--- config.mk ---
export PLATFORM = sky130hd
export DESIGN_NAME = parity_checker_seq_flat
export DESIGN_NICKNAME = d
export VERILOG_FILES = /design/src/rtl/parity_pkg.sv /design/src/rtl/parity_checker_seq_if.sv /design/src/rtl/parity_calc.sv /design/src/rtl/parity_checker_seq.sv /design/src/flat_wrapper.sv
export SDC_FILE = /design/constraint.sdc
export NUM_CORES = 1
export LEC_CHECK = 0
export CAP_MARGIN = 10
export CELL_PAD_IN_SITES_DETAIL_PLACEMENT = 1
export CELL_PAD_IN_SITES_GLOBAL_PLACEMENT = 1
export CORE_MARGIN = 10
export CORE_UTILIZATION = 30
export CTS_CLUSTER_DIAMETER = 60
export DETAILED_ROUTE_END_ITERATION = 8
export GPL_ROUTABILITY_DRIVEN = 1
export PLACE_DENSITY = 0.72
export SYNTH_ARGS = -nofsm -noshare
export SYNTH_HDL_FRONTEND = slang
export SYNTH_SLANG_ARGS = --single-unit
--- constraint.sdc ---
create_clock -name clk -period 2.1 [get_ports clk]
set_input_delay 0.315 -clock clk [delete_from_list [all_inputs] [get_ports clk]]
set_output_delay 0.315 -clock clk [all_outputs]
set_load 0.02 [all_outputs]
--- src/rtl/parity_pkg.sv ---
// rtl/parity_pkg.sv - shared types and constants for the sequential parity checker
package parity_pkg;

    typedef enum logic {
        IDLE     = 1'b0,
        IN_FRAME = 1'b1
    } frame_state_e;

    localparam logic PAR_EVEN = 1'b0;
    localparam logic PAR_ODD  = 1'b1;

endpackage

--- src/rtl/parity_checker_seq_if.sv ---
// rtl/parity_checker_seq_if.sv - beat input, control and status bundle of the parity checker
interface parity_checker_seq_if #(
    parameter int DATA_W = 4,
    parameter int CNT_W  = 8
);
    logic              in_valid;
    logic [DATA_W-1:0] in_data;
    logic              in_parity;
    logic              in_last;
    logic              odd_mode;
    logic              clr;
    logic              out_valid;
    logic              err;
    logic              err_sticky;
    logic [CNT_W-1:0]  err_cnt;
    logic              frame_err;

    modport master (
        output in_valid, in_data, in_parity, in_last, odd_mode, clr,
        input  out_valid, err, err_sticky, err_cnt, frame_err
    );

    modport slave (
        input  in_valid, in_data, in_parity, in_last, odd_mode, clr,
        output out_valid, err, err_sticky, err_cnt, frame_err
    );
endinterface

--- src/rtl/parity_calc.sv ---
// rtl/parity_calc.sv - combinational per-beat parity mismatch detector
module parity_calc
    import parity_pkg::*;
#(
    parameter int DATA_W = 4
) (
    input  logic [DATA_W-1:0] data_i,
    input  logic              parity_i,
    input  logic              odd_mode_i,
    output logic              bad_o
);
    logic ones_odd;

    assign ones_odd = ^{data_i, parity_i};
    // Odd mode expects an odd total weight, even mode an even one.
    assign bad_o    = (odd_mode_i == PAR_ODD) ? ~ones_odd : ones_odd;

endmodule

--- src/rtl/parity_checker_seq.sv ---
// rtl/parity_checker_seq.sv - registered parity checker with sticky/saturating error status
// Optional frame longitudinal-parity check compiled in with PARITY_CHK_FRAME_EN.
module parity_checker_seq
    import parity_pkg::*;
#(
    parameter int DATA_W = 4,
    parameter int CNT_W  = 8
) (
    input  logic                 clk,
    input  logic                 rst_n,
    parity_checker_seq_if.slave  bus
);
    localparam logic [CNT_W-1:0] CNT_MAX = '1;

    logic             bad;
    logic             out_valid_q, out_valid_d;
    logic             err_q, err_d;
    logic             err_sticky_q, err_sticky_d;
    logic [CNT_W-1:0] err_cnt_q, err_cnt_d;
    logic             frame_err_q, frame_err_d;

    parity_calc #(.DATA_W(DATA_W)) u_calc (
        .data_i     (bus.in_data),
        .parity_i   (bus.in_parity),
        .odd_mode_i (bus.odd_mode),
        .bad_o      (bad)
    );

    always_comb begin
        out_valid_d  = bus.in_valid;
        err_d        = bus.in_valid & bad;
        err_sticky_d = err_sticky_q | err_d;
        err_cnt_d    = err_cnt_q;
        if (err_d && (err_cnt_q != CNT_MAX)) begin
            err_cnt_d = err_cnt_q + CNT_W'(1);
        end
        // Clear beats the beat's own error into the status, but err itself still reports.
        if (bus.clr) begin
            err_sticky_d = 1'b0;
            err_cnt_d    = '0;
        end
    end

`ifdef PARITY_CHK_FRAME_EN
    frame_state_e      state_q, state_d;
    logic [DATA_W-1:0] xor_q, xor_d;

    always_comb begin
        state_d     = state_q;
        xor_d       = xor_q;
        frame_err_d = 1'b0;
        if (bus.in_valid) begin
            case (state_q)
                IDLE: begin
                    if (!bus.in_last) begin
                        state_d = IN_FRAME;
                        xor_d   = bus.in_data;
                    end
                end
                IN_FRAME: begin
                    if (bus.in_last) begin
                        frame_err_d = (bus.in_data != xor_q);
                        xor_d       = '0;
                        state_d     = IDLE;
                    end else begin
                        xor_d = xor_q ^ bus.in_data;
                    end
                end
            endcase
        end
        if (bus.clr) begin
            state_d = IDLE;
            xor_d   = '0;
        end
    end

    always_ff @(posedge clk or negedge rst_n) begin
        if (!rst_n) begin
            state_q <= IDLE;
            xor_q   <= '0;
        end else begin
            state_q <= state_d;
            xor_q   <= xor_d;
        end
    end
`else
    assign frame_err_d = 1'b0;
`endif

    always_ff @(posedge clk or negedge rst_n) begin
        if (!rst_n) begin
            out_valid_q  <= 1'b0;
            err_q        <= 1'b0;
            err_sticky_q <= 1'b0;
            err_cnt_q    <= '0;
            frame_err_q  <= 1'b0;
        end else begin
            out_valid_q  <= out_valid_d;
            err_q        <= err_d;
            err_sticky_q <= err_sticky_d;
            err_cnt_q    <= err_cnt_d;
            frame_err_q  <= frame_err_d;
        end
    end

    assign bus.out_valid  = out_valid_q;
    assign bus.err        = err_q;
    assign bus.err_sticky = err_sticky_q;
    assign bus.err_cnt    = err_cnt_q;
    assign bus.frame_err  = frame_err_q;

endmodule

--- src/flat_wrapper.sv ---
// flat-port wrapper written by rule: the top's interface ports become plain ports
module parity_checker_seq_flat import parity_pkg::*;
#(
    parameter int DATA_W = 4,
    parameter int CNT_W  = 8
)
  (clk, rst_n, bus_in_valid, bus_in_data, bus_in_parity, bus_in_last, bus_odd_mode, bus_clr, bus_out_valid, bus_err, bus_err_sticky, bus_err_cnt, bus_frame_err);
  parity_checker_seq_if #(.DATA_W(DATA_W), .CNT_W(CNT_W)) bus_i ();
  input  logic clk;
  input  logic rst_n;
  input wire logic [$bits(bus_i.in_valid)-1:0] bus_in_valid;
  input wire logic [$bits(bus_i.in_data)-1:0] bus_in_data;
  input wire logic [$bits(bus_i.in_parity)-1:0] bus_in_parity;
  input wire logic [$bits(bus_i.in_last)-1:0] bus_in_last;
  input wire logic [$bits(bus_i.odd_mode)-1:0] bus_odd_mode;
  input wire logic [$bits(bus_i.clr)-1:0] bus_clr;
  output wire logic [$bits(bus_i.out_valid)-1:0] bus_out_valid;
  output wire logic [$bits(bus_i.err)-1:0] bus_err;
  output wire logic [$bits(bus_i.err_sticky)-1:0] bus_err_sticky;
  output wire logic [$bits(bus_i.err_cnt)-1:0] bus_err_cnt;
  output wire logic [$bits(bus_i.frame_err)-1:0] bus_frame_err;
  assign bus_i.in_valid = bus_in_valid;
  assign bus_i.in_data = bus_in_data;
  assign bus_i.in_parity = bus_in_parity;
  assign bus_i.in_last = bus_in_last;
  assign bus_i.odd_mode = bus_odd_mode;
  assign bus_i.clr = bus_clr;
  assign bus_out_valid = bus_i.out_valid;
  assign bus_err = bus_i.err;
  assign bus_err_sticky = bus_i.err_sticky;
  assign bus_err_cnt = bus_i.err_cnt;
  assign bus_frame_err = bus_i.frame_err;
  parity_checker_seq #(.DATA_W(DATA_W), .CNT_W(CNT_W)) u_core (.clk(clk), .rst_n(rst_n), .bus(bus_i));
endmodule
==> reports/qor.json, run 1 <==
{
  "ordered_cell_list_for_the_critical_path": {"value": "clkdlybuf4s50_1 > xnor2_1 > xnor3_2 > nand3_4 > or4_1 > a21oi_1"},
  "hpwlAfterDp": {"value": 1.271, "unit": "mm"},
  "inserted_clock_buffers": {"value": 3},
  "min_cycle_time_layout": {"value": 1.870, "unit": "ns"},
  "dp_cells": {"value": 99},
  "critPathArrivalTime": {"value": 2.07, "unit": "ns"},
  "setup_viol_count_final": {"value": 0},
  "clock_tree_from_tritoncts": {"value": "built"},
  "worst_setup_path_start_kind": {"value": "input pin"},
  "globalplace.congestion": {"value": 0.6615},
  "antenna_found_initial": {"value": 0},
  "critical_path_peak_fanout": {"value": 7},
  "rrSetupSlack": {"value": 0.37, "unit": "ns"},
  "syn2layout_area_growth": {"value": 45.73, "unit": "%"},
  "worst_slack": {"value": 0.2301, "unit": "ns"},
  "synth.cell_area": {"value": 571.8, "unit": "sq um"},
  "critPathLaunch": {"value": "bus_in_parity"},
  "period_share": {"value": 89.04, "unit": "%"},
  "cts-hold-fix-buffers": {"value": 0},
  "p_leak": {"value": 0.0003310, "unit": "uW"},
  "fillerInstances": {"value": 214},
  "floorplan.initialDensity": {"value": 32.41, "unit": "%"},
  "grt_usage": {"value": 8.562, "unit": "%"},
  "htreeDepth": {"value": 1},
  "clock_latency": {"value": 0.27, "unit": "ns"},
  "max_cap_viol_count": {"value": 0},
  "drt-pass1-iter-count": {"value": 2},
  "route.detailed.wl_per_inst": {"value": 15.40, "unit": "um"},
  "final_cell_mix": {"value": "sky130_fd_sc_hd__clkdlybuf4s50_1 (20), sky130_fd_sc_hd__dfrtp_1 (11), sky130_fd_sc_hd__a21oi_1 (5), sky130_fd_sc_hd__xnor2_1 (4), sky130_fd_sc_hd__nor2_1 (4)"},
  "synthesis.yosys.warnings": {"value": 0},
  "ys_seq_area_share": {"value": 48.14, "unit": "%"},
  "rsz0062_at_grt": {"value": "false"},
  "layout-drive-gt1-share": {"value": 14.10, "unit": "%"},
  "antenna_cells_inserted": {"value": 0},
  "drc_errors": {"value": 0},
  "final-hold-violation-count": {"value": 0},
  "grt_pass1_wl": {"value": 2.753, "unit": "mm"},
  "num-nets-final": {"value": 91},
  "tritoncts_num_sinks": {"value": 11},
  "ir_drop": {"value": 0.3769, "unit": "mV"},
  "quantity_of_i_o_buffers_inserted_on_ports": {"value": 20},
  "io_pins": {"value": 23},
  "grt_util_met1": {"value": 9.771, "unit": "%"},
  "core-area": {"value": 1764, "unit": "sq um"},
  "grt_use_met3": {"value": 3.180, "unit": "%"},
  "cpPeakStageDelay": {"value": 0.51, "unit": "ns"},
  "synthesis.instances": {"value": 54},
  "layout_commonest_cell": {"value": "sky130_fd_sc_hd__clkdlybuf4s50_1"},
  "worst_r2r_path_depth": {"value": 6},
  "netSwitchingPower": {"value": 153.7, "unit": "uW"},
  "post_layout_nonfiller_instances": {"value": 103},
  "dr.first_iter.drc_count": {"value": 1},
  "pwr-share-clk": {"value": 28.0, "unit": "%"},
  "r2r_start": {"value": "u_core.bus.err_cnt[0]"},
  "totalWireLength": {"value": 1.586, "unit": "mm"},
  "status": {"value": "completed"},
  "tightest_slew": {"value": 0.5170, "unit": "ns"},
  "clock_path_buffers": {"value": 2},
  "clk_transition_reported_paths": {"value": 0.07, "unit": "ns"},
  "post_cts_resized": {"value": 0},
  "rows": {"value": 15},
  "detail_route.vias_per_cell": {"value": 4.883},
  "switching_share": {"value": 29.00, "unit": "%"},
  "int_power": {"value": 376.4, "unit": "uW"},
  "slew_viol_final": {"value": 0},
  "timing.critical_path.to_type": {"value": "flip-flop"},
  "synth.lib_cells_used.distinct": {"value": 24},
  "post_synth.cell_area_avg": {"value": 10.59, "unit": "sq um"},
  "grt_util_met2": {"value": 13.32, "unit": "%"},
  "worst_hold_path_type": {"value": "input pin to asynchronous set/reset pin"},
  "power_per_cell_area": {"value": 636.1, "unit": "nW/um^2"},
  "slew_headroom": {"value": 65.43, "unit": "%"},
  "syn_nets": {"value": 66},
  "maxClockFrequency": {"value": 534.8, "unit": "MHz"},
  "yosys_reg_bits": {"value": 11},
  "clock_tree.root_cell": {"value": "sky130_fd_sc_hd__clkbuf_4"},
  "cts_setup_buffers": {"value": 0},
  "grt_pass1_vias": {"value": 558},
  "worst_clock_skew": {"value": 0.001539, "unit": "ns"},
  "fp.dieW": {"value": 63.66, "unit": "um"},
  "die-height": {"value": 63.66, "unit": "um"},
  "p_seq_share": {"value": 44.2, "unit": "%"},
  "power.share.combinational": {"value": 27.8, "unit": "%"},
  "place_worst_setup_slack": {"value": -0.05088, "unit": "ns"},
  "globalRoute.busiestLayer": {"value": "met2"},
  "timing.setup.critical_path_class": {"value": "input pin to flip-flop"},
  "largest_net_degree_at_the_start_of_global_routing": {"value": 12},
  "r2r_end": {"value": "u_core.bus.err_cnt[5]"},
  "remaining_antenna_violation_count_after_routing": {"value": 0},
  "cp_data_required_time": {"value": 2.30, "unit": "ns"},
  "die-area": {"value": 4052, "unit": "sq um"},
  "routed-via-count": {"value": 503},
  "worst_path_max_delay_cell": {"value": "sky130_fd_sc_hd__or4_1"},
  "gr-total-overflow": {"value": 0}
}
synthesized netlist by cell type:
master | n | share of area (%)
sky130_fd_sc_hd__dfrtp_1 | 11 | 48
sky130_fd_sc_hd__a21oi_1 | 5 | 4.4
sky130_fd_sc_hd__nor2_1 | 4 | 2.6
sky130_fd_sc_hd__xnor2_1 | 4 | 6.1
sky130_fd_sc_hd__nand3_1 | 3 | 2.6
sky130_fd_sc_hd__nand4_1 | 3 | 3.3
sky130_fd_sc_hd__o21ai_0 | 3 | 2.6
sky130_fd_sc_hd__nand2_1 | 2 | 1.3
sky130_fd_sc_hd__o31ai_1 | 2 | 2.6
sky130_fd_sc_hd__or3_2 | 2 | 2.6
sky130_fd_sc_hd__or4_1 | 2 | 2.6
sky130_fd_sc_hd__and2_1 | 1 | 1.1
sky130_fd_sc_hd__and2_2 | 1 | 1.3
sky130_fd_sc_hd__buf_1 | 1 | 0.66
sky130_fd_sc_hd__buf_4 | 1 | 1.3
sky130_fd_sc_hd__conb_1 | 1 | 0.66
sky130_fd_sc_hd__ha_1 | 1 | 2.2
sky130_fd_sc_hd__mux2i_1 | 1 | 1.8
sky130_fd_sc_hd__nand3_4 | 1 | 3.1
sky130_fd_sc_hd__nor2b_1 | 1 | 1.1
sky130_fd_sc_hd__or2_2 | 1 | 1.1
sky130_fd_sc_hd__or3_1 | 1 | 1.1
sky130_fd_sc_hd__xnor3_2 | 1 | 4.2
sky130_fd_sc_hd__xor2_1 | 1 | 1.5
logic make-up after synthesis:
group           Yosys count  share of synthesized area [%]
fa+ha+maj                 1                          2.188
buf+inv                   2                          1.969
mux                       1                          1.751
simple gates             22                          23.85
other cells               1                         0.6558
flops                    11                          48.14
xor+xnor                  6                          11.82
compound gates           10                          9.626
per-layer routing:
layer,routed length (um),share of wire (%),up-vias
li1,-,-,239
met1,731,46,240
met2,715,45,19
met3,103,6.5,5
met4,36,2.3,0
met5,0,0,-
worst max path at each step:
stage                            endpoint  slack (ns)
finish              u_core.bus.err_cnt[5]        0.23
global route        u_core.bus.err_cnt[5]        0.11
CTS                 u_core.bus.err_cnt[5]        0.22
detailed placement  u_core.bus.err_cnt[5]       -0.05
global placement    u_core.bus.err_cnt[5]       0.006
floorplan           u_core.bus.err_cnt[7]        0.39
stage by stage:
stage | power [uW] | TNS (ns) | utilization, % | area (sq um) | hold WS (ns)
after floorplan | 312.8 | 0 | - | 571.8 | 0.01941
after global placement | 384.9 | 0 | 45.74 | 807.0 | 0.4789
after detailed placement | 387.5 | -0.08884 | 45.74 | 807.0 | 0.5016
after CTS | 532.9 | 0 | 47.23 | 833.3 | 0.3991
after global routing | 562.4 | 0 | 47.23 | 833.3 | 0.4146
final | 530.1 | 0 | 47.23 | 833.3 | 0.3821
critical path: cells and delay by family:
family,cells,cell delay [ns]
AOI/OAI and AO/OA,1,0.15
xor gates and xnor gates,2,0.55
buffers and inverters,1,0.42
and+or+nand+nor,2,0.63
power groups by stage:
stage          Combinational, uW  Clock (uW)  Sequential (uW)
3_5_place_dp                 149           0              239
6_report                     147         148              235
5_1_grt                      162         163              237
2_1_floorplan               57.9           0              255
3_3_place_gp                 146           0              239
4_1_cts                      150         148              235
layout make-up:
| class | count | area, sq um | area share [%] |
|---|---|---|---|
| Clock buffer | 4 | 26.28 | 3.153 |
| Multi-Input combinational cell | 41 | 285.3 | 34.23 |
| Sequential cell | 11 | 275.3 | 33.03 |
| Tap cell | 25 | 31.28 | 3.754 |
| Timing Repair Buffer | 22 | 215.2 | 25.83 |
flip-flops by register name, indices dropped and copies added, names as in the netlist:
name	cells
u_core.bus.err_cnt	8
u_core.bus.err	1
u_core.bus.err_sticky	1
u_core.bus.out_valid	1
(Power assumes the default switching activity.)
==> inputs of run 2 (changes only) <==
Settings changed: CORE_MARGIN 10 to 8.
Clock period 2.1 ns to 1.8 ns, I/O delays scaled along.
==> reports/qor.json, run 2 (synthesis results as in run 1) <==
{
  "status": {"value": "completed"},
  "io_pins": {"value": 23, "change": "unchanged"},
  "r2r_start": {"value": "u_core.bus.err_cnt[0]"},
  "drc_errors": {"value": 0, "change": "unchanged"},
  "grt_pass1_wl": {"value": 2.739, "unit": "mm", "change": "-0.51%"},
  "route.detailed.wl_per_inst": {"value": 15.60, "unit": "um", "change": "+1.3%"},
  "die-height": {"value": 59.66, "unit": "um", "change": "-6.3%"},
  "crit_cells": {"value": 6, "change": "unchanged"},
  "post-route-util": {"value": 51.84, "unit": "%", "change": "+4.6 points"},
  "clock_path_buffers": {"value": 2, "change": "unchanged"},
  "die-area": {"value": 3559, "unit": "sq um", "change": "-12%"},
  "grt_pass1_vias": {"value": 558, "change": "unchanged"},
  "timing.critical_path.to_type": {"value": "flip-flop"},
  "worst_path_max_delay_cell": {"value": "sky130_fd_sc_hd__or4_4"},
  "num-nets-final": {"value": 99, "change": "+8.8%"},
  "gr-total-overflow": {"value": 0, "change": "unchanged"},
  "timing.setup.critical_path_class": {"value": "input pin to flip-flop"},
  "drt-pass1-iter-count": {"value": 2, "change": "unchanged"},
  "quantity_of_i_o_buffers_inserted_on_ports": {"value": 20, "change": "unchanged"},
  "totalWireLength": {"value": 1.732, "unit": "mm", "change": "+9.2%"},
  "antenna_cells_inserted": {"value": 0, "change": "unchanged"},
  "antenna_found_initial": {"value": 0, "change": "unchanged"},
  "routed-via-count": {"value": 535, "change": "+6.4%"},
  "cp_data_required_time": {"value": 1.99, "unit": "ns", "change": "-0.31 ns"},
  "wl_met1": {"value": 721, "unit": "um", "change": "-1.4%"},
  "clock_tree.root_cell": {"value": "sky130_fd_sc_hd__clkbuf_4"},
  "r2r_end": {"value": "u_core.bus.err_cnt[7]"},
  "worst_r2r_path_depth": {"value": 6, "change": "unchanged"},
  "remaining_antenna_violation_count_after_routing": {"value": 0, "change": "unchanged"},
  "core-area": {"value": 1764, "unit": "sq um", "change": "unchanged"},
  "worst_clock_skew": {"value": 0.001122, "unit": "ns", "change": "-0.0004162 ns"},
  "wl_met2": {"value": 876, "unit": "um", "change": "+23%"},
  "ordered_cell_list_for_the_critical_path": {"value": "clkdlybuf4s50_1 > xnor2_2 > xnor3_2 > nand3_4 > or4_4 > a21oi_1"},
  "tritoncts_num_sinks": {"value": 11, "change": "unchanged"},
  "rsz0062_at_grt": {"value": "false"},
  "timing.critical_path.to": {"value": "u_core.bus.err_cnt[7]"},
  "final-hold-violation-count": {"value": 0, "change": "unchanged"},
  "cp_top_family": {"value": "simple AND/OR/NAND/NOR gates"},
  "globalplace.congestion": {"value": 0.6721, "change": "+1.6%"},
  "inserted_clock_buffers": {"value": 3, "change": "unchanged"},
  "largest_register_ff_count": {"value": 8, "change": "unchanged"},
  "min_cycle_time_layout": {"value": 1.741, "unit": "ns"},
  "grt_usage": {"value": 10.08, "unit": "%", "change": "+1.5 points"},
  "regArea": {"value": 275.3, "unit": "sq um", "change": "unchanged"},
  "clock_latency": {"value": 0.26, "unit": "ns", "change": "about the same"},
  "dr_wl_met3": {"value": 123, "unit": "um", "change": "+19%"},
  "cpPeakStageDelay": {"value": 0.55, "unit": "ns", "change": "+0.04 ns"},
  "htreeDepth": {"value": 1, "change": "unchanged"},
  "critical_path_peak_fanout": {"value": 7, "change": "unchanged"},
  "multi_input_area": {"value": 309.0, "unit": "sq um", "change": "+8.3%"},
  "fillerInstances": {"value": 216, "change": "+0.93%"},
  "worst-path-buf-inv": {"value": 1, "change": "unchanged"},
  "hpwlAfterDp": {"value": 1.261, "unit": "mm", "change": "-0.79%"},
  "worst_hold_path_type": {"value": "input pin to asynchronous set/reset pin"},
  "cts-hold-fix-buffers": {"value": 0, "change": "unchanged"},
  "largest_net_degree_at_the_start_of_global_routing": {"value": 12, "change": "unchanged"},
  "rrSetupSlack": {"value": 0.11, "unit": "ns", "change": "-0.26 ns"},
  "tns": {"value": 0, "unit": "ns", "change": "unchanged"},
  "syn2layout_area_growth": {"value": 59.96, "unit": "%"},
  "fp.dieW": {"value": 59.66, "unit": "um", "change": "-6.3%"},
  "slew_viol_final": {"value": 0, "change": "unchanged"},
  "clk_transition_reported_paths": {"value": 0.07, "unit": "ns", "change": "about the same"},
  "dr.first_iter.drc_count": {"value": 6, "change": "+5"},
  "critPathArrivalTime": {"value": 1.93, "unit": "ns", "change": "-0.14 ns"},
  "period_share": {"value": 96.72, "unit": "%"},
  "rows": {"value": 15, "change": "unchanged"},
  "critPathLaunch": {"value": "bus_in_data[0]"},
  "layout-drive-gt1-share": {"value": 26.74, "unit": "%", "change": "+13 points"},
  "max_cap_viol_count": {"value": 0, "change": "unchanged"},
  "tightest_slew": {"value": 0.5154, "unit": "ns", "change": "-0.001560 ns"},
  "setup_viol_count_final": {"value": 0, "change": "unchanged"},
  "maxClockFrequency": {"value": 574.4, "unit": "MHz"},
  "power_per_cell_area": {"value": 705.6, "unit": "nW/um^2", "change": "+11%"},
  "final_cell_mix": {"value": "sky130_fd_sc_hd__clkdlybuf4s50_1 (15), sky130_fd_sc_hd__dfrtp_1 (11), sky130_fd_sc_hd__buf_4 (10), sky130_fd_sc_hd__a21oi_1 (5)"},
  "slew_headroom": {"value": 65.53, "unit": "%", "change": "+0.10 points"},
  "detail_route.vias_per_cell": {"value": 4.820, "change": "-1.3%"},
  "clock_tree_from_tritoncts": {"value": "built"},
  "floorplan.initialDensity": {"value": 32.41, "unit": "%", "change": "unchanged"},
  "worst_setup_path_start_kind": {"value": "input pin"},
  "highest-signal-layer": {"value": "met4"},
  "ir_drop": {"value": 0.3795, "unit": "mV", "change": "+0.68%"},
  "p_leak": {"value": 0.0003967, "unit": "uW", "change": "+20%"},
  "layout_commonest_cell": {"value": "sky130_fd_sc_hd__clkdlybuf4s50_1"}
}
## run 2: changes by cell type in the layout (fill, tap and decap cells not counted), sizes merged
cell | previous run | this run
dlygate4sd2 | 0 | 4
dlymetal6s2s | 0 | 1
buf | 2 | 10
clkdlybuf4s50 | 20 | 15
## run 2: routing by layer
layer / up-vias / GRT usage (%)
met3: 2 / 3.212
met2: 17 / 17.23
met4: 0 / 4.082
li1: 255 / -
met1: 261 / 11.19
met5: - / 0
## run 2: final cells by class
cell class,count,share of cell area [%]
Tap cell,25,3.420
Clock buffer,4,2.873
Sequential cell,11,30.10
Timing Repair Buffer,30,29.82
Multi-Input combinational cell,41,33.79
## run 2: how the worst min path moves through the flow
stage                          start               endpoint  slack, ns
2_1_floorplan                  rst_n         u_core.bus.err      -0.03
3_3_place_gp   u_core.bus.err_sticky  u_core.bus.err_sticky       0.48
3_5_place_dp   u_core.bus.err_sticky  u_core.bus.err_sticky       0.48
4_1_cts                        rst_n  u_core.bus.err_cnt[5]       0.37
5_1_grt                        rst_n  u_core.bus.err_cnt[6]       0.38
6_report                       rst_n  u_core.bus.err_cnt[6]       0.35
## run 2: stage by stage
step           worst slack, ns  total power [uW]  cells  instance area, sq um  hold WS, ns
2_1_floorplan          0.09385             365.0     54                 571.8     -0.02559
3_3_place_gp           -0.2333             449.4    102                 829.5       0.4783
3_5_place_dp           -0.3189             456.5    102                 829.5       0.4831
4_1_cts                0.04716             644.8    109                 880.8       0.3697
5_1_grt               0.005899             684.6    111                 914.6       0.3760
6_report               0.05904             645.4    111                 914.6       0.3459
## run 2: what timing repair did
| action | CTS | global route |
|---|---|---|
| pin swaps | 5 | 1 |
| endpoints found under the setup margin | 4 | 6 |
| resized for setup | 5 | 5 |
| buffers inserted | 3 | 2 |
## run 2: report_power, final
| part | internal, uW | total [uW] | switching (uW) |
|---|---|---|---|
| logic | 112 | 205 | 92.2 |
| registers | 262 | 273 | 10.6 |
| clock network | 85.5 | 168 | 82.5 |
| total | 460 | 645 | 185 |
==> inputs of run 3 (changes only) <==
Settings changed: CORE_UTILIZATION 30 to 27, PLACE_DENSITY 0.72 to 0.68, SKIP_CTS_REPAIR_TIMING set to 1.
Clock period 1.8 ns to 1.51 ns, I/O delays scaled along.
==> reports/qor.json, run 3 (synthesis results as in run 1) <==
{
  "hpwlAfterDp": {"value": 1.288, "unit": "mm", "change": "+2.1%"},
  "dp_cells": {"value": 110, "change": "+7.8%"},
  "post_layout_nonfiller_instances": {"value": 116, "change": "+4.5%"},
  "cp_data_required_time": {"value": 1.70, "unit": "ns", "change": "-0.29 ns"},
  "detail_route.vias_per_cell": {"value": 4.716, "change": "-2.2%"},
  "route.detailed.wl_per_inst": {"value": 14.72, "unit": "um", "change": "-5.6%"},
  "fillerInstances": {"value": 218, "change": "+0.93%"},
  "rows": {"value": 16, "change": "+1"},
  "slew_viol_final": {"value": 0, "change": "unchanged"},
  "final-hold-violation-count": {"value": 0, "change": "unchanged"},
  "wl_met1": {"value": 732, "unit": "um", "change": "+1.5%"},
  "num-nets-final": {"value": 102, "change": "+3.0%"},
  "routed-via-count": {"value": 547, "change": "+2.2%"},
  "largest_net_degree_at_the_start_of_global_routing": {"value": 12, "change": "unchanged"},
  "gr-total-overflow": {"value": 0, "change": "unchanged"},
  "worst_path_max_delay_cell": {"value": "sky130_fd_sc_hd__or4_4"},
  "drt-pass1-iter-count": {"value": 4, "change": "+2"},
  "critPathArrivalTime": {"value": 1.84, "unit": "ns", "change": "-0.09 ns"},
  "slew_headroom": {"value": 65.55, "unit": "%", "change": "about the same"},
  "timing.critical_path.to_type": {"value": "flip-flop"},
  "cpPeakStageDelay": {"value": 0.55, "unit": "ns", "change": "about the same"},
  "fp.dieW": {"value": 62.02, "unit": "um", "change": "+4.0%"},
  "inserted_clock_buffers": {"value": 3, "change": "unchanged"},
  "min_cycle_time_layout": {"value": 1.650, "unit": "ns"},
  "grt_pass1_wl": {"value": 2.842, "unit": "mm", "change": "+3.8%"},
  "io_pins": {"value": 23, "change": "unchanged"},
  "post-route-util": {"value": 50.51, "unit": "%", "change": "-1.3 points"},
  "rrSetupSlack": {"value": -0.14, "unit": "ns", "change": "-0.25 ns"},
  "highest-signal-layer": {"value": "met4"},
  "setup_viol_count_final": {"value": 4, "change": "+4"},
  "ordered_cell_list_for_the_critical_path": {"value": "ha_4 > nand3_2 > or2_4 > nand3_4 > or4_4 > a21oi_2"},
  "die-area": {"value": 3846, "unit": "sq um", "change": "+8.1%"},
  "clock_tree_from_tritoncts": {"value": "built"},
  "fin_worst_hold_slack": {"value": 0.2938, "unit": "ns", "change": "-0.05213 ns"},
  "largest_register_ff_count": {"value": 8, "change": "unchanged"},
  "totalWireLength": {"value": 1.708, "unit": "mm", "change": "-1.4%"},
  "worst_setup_path_start_kind": {"value": "flip-flop"},
  "maxClockFrequency": {"value": 606.0, "unit": "MHz"},
  "placed_cell_area": {"value": 894.6, "unit": "sq um", "change": "+7.8%"},
  "core-area": {"value": 1982, "unit": "sq um", "change": "+12%"},
  "worst_slack": {"value": -0.1402, "unit": "ns", "change": "-0.1992 ns"},
  "status": {"value": "finished, violations left"},
  "clock_path_buffers": {"value": 2, "change": "unchanged"},
  "dr_wl_met3": {"value": 132, "unit": "um", "change": "+7.3%"},
  "final_cell_area": {"value": 1001, "unit": "sq um", "change": "+9.4%"},
  "dr.first_iter.drc_count": {"value": 6, "change": "unchanged"},
  "syn2layout_area_growth": {"value": 75.05, "unit": "%"},
  "antenna_found_initial": {"value": 0, "change": "unchanged"},
  "violated_checks": {"value": "negative setup slack"},
  "floorplan.initialDensity": {"value": 28.85, "unit": "%", "change": "-3.6 points"},
  "globalplace.congestion": {"value": 0.7418, "change": "+10%"},
  "remaining_antenna_violation_count_after_routing": {"value": 0, "change": "unchanged"},
  "final_cell_mix": {"value": "sky130_fd_sc_hd__dlymetal6s2s_1 (14), sky130_fd_sc_hd__buf_4 (13), sky130_fd_sc_hd__dfrtp_1 (9), sky130_fd_sc_hd__clkdlybuf4s50_1 (6)"},
  "max_cap_viol_count": {"value": 0, "change": "unchanged"},
  "timing.critical_path.to": {"value": "u_core.bus.err_cnt[5]"},
  "critical_path_peak_fanout": {"value": 7, "change": "unchanged"},
  "clk_transition_reported_paths": {"value": 0.07, "unit": "ns", "change": "about the same"},
  "r2r_end": {"value": "u_core.bus.err_cnt[5]"},
  "worst_r2r_path_depth": {"value": 6, "change": "unchanged"},
  "antenna_cells_inserted": {"value": 0, "change": "unchanged"},
  "drc_errors": {"value": 0, "change": "unchanged"},
  "grt_pass1_vias": {"value": 588, "change": "+5.4%"},
  "clock_latency": {"value": 0.27, "unit": "ns", "change": "about the same"},
  "rsz0062_at_grt": {"value": "true"},
  "layout-drive-gt1-share": {"value": 34.83, "unit": "%", "change": "+8.1 points"},
  "period_share": {"value": 109.3, "unit": "%"},
  "timing.setup.critical_path_class": {"value": "flip-flop to flip-flop"},
  "tritoncts_num_sinks": {"value": 11, "change": "unchanged"},
  "worst_hold_path_type": {"value": "input pin to asynchronous set/reset pin"},
  "layout_commonest_cell": {"value": "sky130_fd_sc_hd__dlymetal6s2s_1"},
  "p_leak": {"value": 0.0005972, "unit": "uW", "change": "+51%"},
  "worst_clock_skew": {"value": 0.002623, "unit": "ns", "change": "+0.001501 ns"},
  "r2r_start": {"value": "u_core.bus.err_cnt[0]"},
  "htreeDepth": {"value": 1, "change": "unchanged"},
  "tns": {"value": -0.2343, "unit": "ns", "change": "-0.2343 ns"},
  "quantity_of_i_o_buffers_inserted_on_ports": {"value": 20, "change": "unchanged"},
  "ir_drop": {"value": 0.3953, "unit": "mV", "change": "+4.2%"},
  "die-height": {"value": 62.02, "unit": "um", "change": "+4.0%"},
  "tightest_slew": {"value": 0.5151, "unit": "ns", "change": "-0.0002714 ns"},
  "critPathLaunch": {"value": "u_core.bus.err_cnt[0]"},
  "wl_met2": {"value": 816, "unit": "um", "change": "-6.8%"},
  "clock_tree.root_cell": {"value": "sky130_fd_sc_hd__clkbuf_4"},
  "grt_usage": {"value": 10.40, "unit": "%", "change": "+0.33 points"},
  "power_per_cell_area": {"value": 765.6, "unit": "nW/um^2", "change": "+8.5%"}
}
run 3: cell count changes in the layout (fill, tap and decap cells not counted), moves of 2 or more:
cell                              delta
sky130_fd_sc_hd__dlymetal6s2s_1     +13
sky130_fd_sc_hd__dfrtp_1             -2
sky130_fd_sc_hd__buf_4               +3
sky130_fd_sc_hd__dfrtp_2             +2
sky130_fd_sc_hd__dlygate4sd2_1       -4
sky130_fd_sc_hd__clkdlybuf4s50_1     -9
run 3: how the worst min path moves through the flow:
stage,endpoint,slack [ns],cells after the start
2_1_floorplan,u_core.bus.err,-0.07,0
3_3_place_gp,u_core.bus.err_sticky,0.48,2
3_5_place_dp,u_core.bus.err_sticky,0.50,2
4_1_cts,u_core.bus.err_sticky,0.31,1
5_1_grt,u_core.bus.err_cnt[2],0.33,1
6_report,u_core.bus.err,0.29,1
run 3: final cells by class:
type                            instances  area (sq um)  share of cell area (%)
Clock buffer                            4         26.28                   2.625
Multi-Input combinational cell         41         330.3                   33.00
Sequential cell                        11         277.8                   27.75
Tap cell                               27         33.78                   3.375
Timing Repair Buffer                   33         332.8                   33.25
run 3: per-layer routing:
metal  up-vias  GRT usage, %
met1       258         11.34
met5         -             0
li1        265             -
met2        20         16.81
met4         0         5.844
met3         4         4.115
run 3: critical path, delay by kind of cell (launching register included):
| kind | cells | cell delay, ns |
|---|---|---|
| AOI/OAI and AO/OA | 1 | 0.16 |
| adders and majority gates | 1 | 0.17 |
| and+or+nand+nor | 4 | 0.82 |
| DFF | 1 | 0.43 |
run 3: stage by stage:
step                      setup slack (ns)  total power, uW
after floorplan                   -0.07633            442.6
after global placement             -0.4811            556.5
after detailed placement           -0.5598            563.1
after CTS                          -0.2753            777.8
after global routing               -0.2087            815.4
final                              -0.1402            766.4
run 3: power by group:
group          leakage (uW)  internal [uW]  switching (uW)
registers          0.000146            314            12.5
logic              0.000437            124             109
clock network     0.0000150            102             105
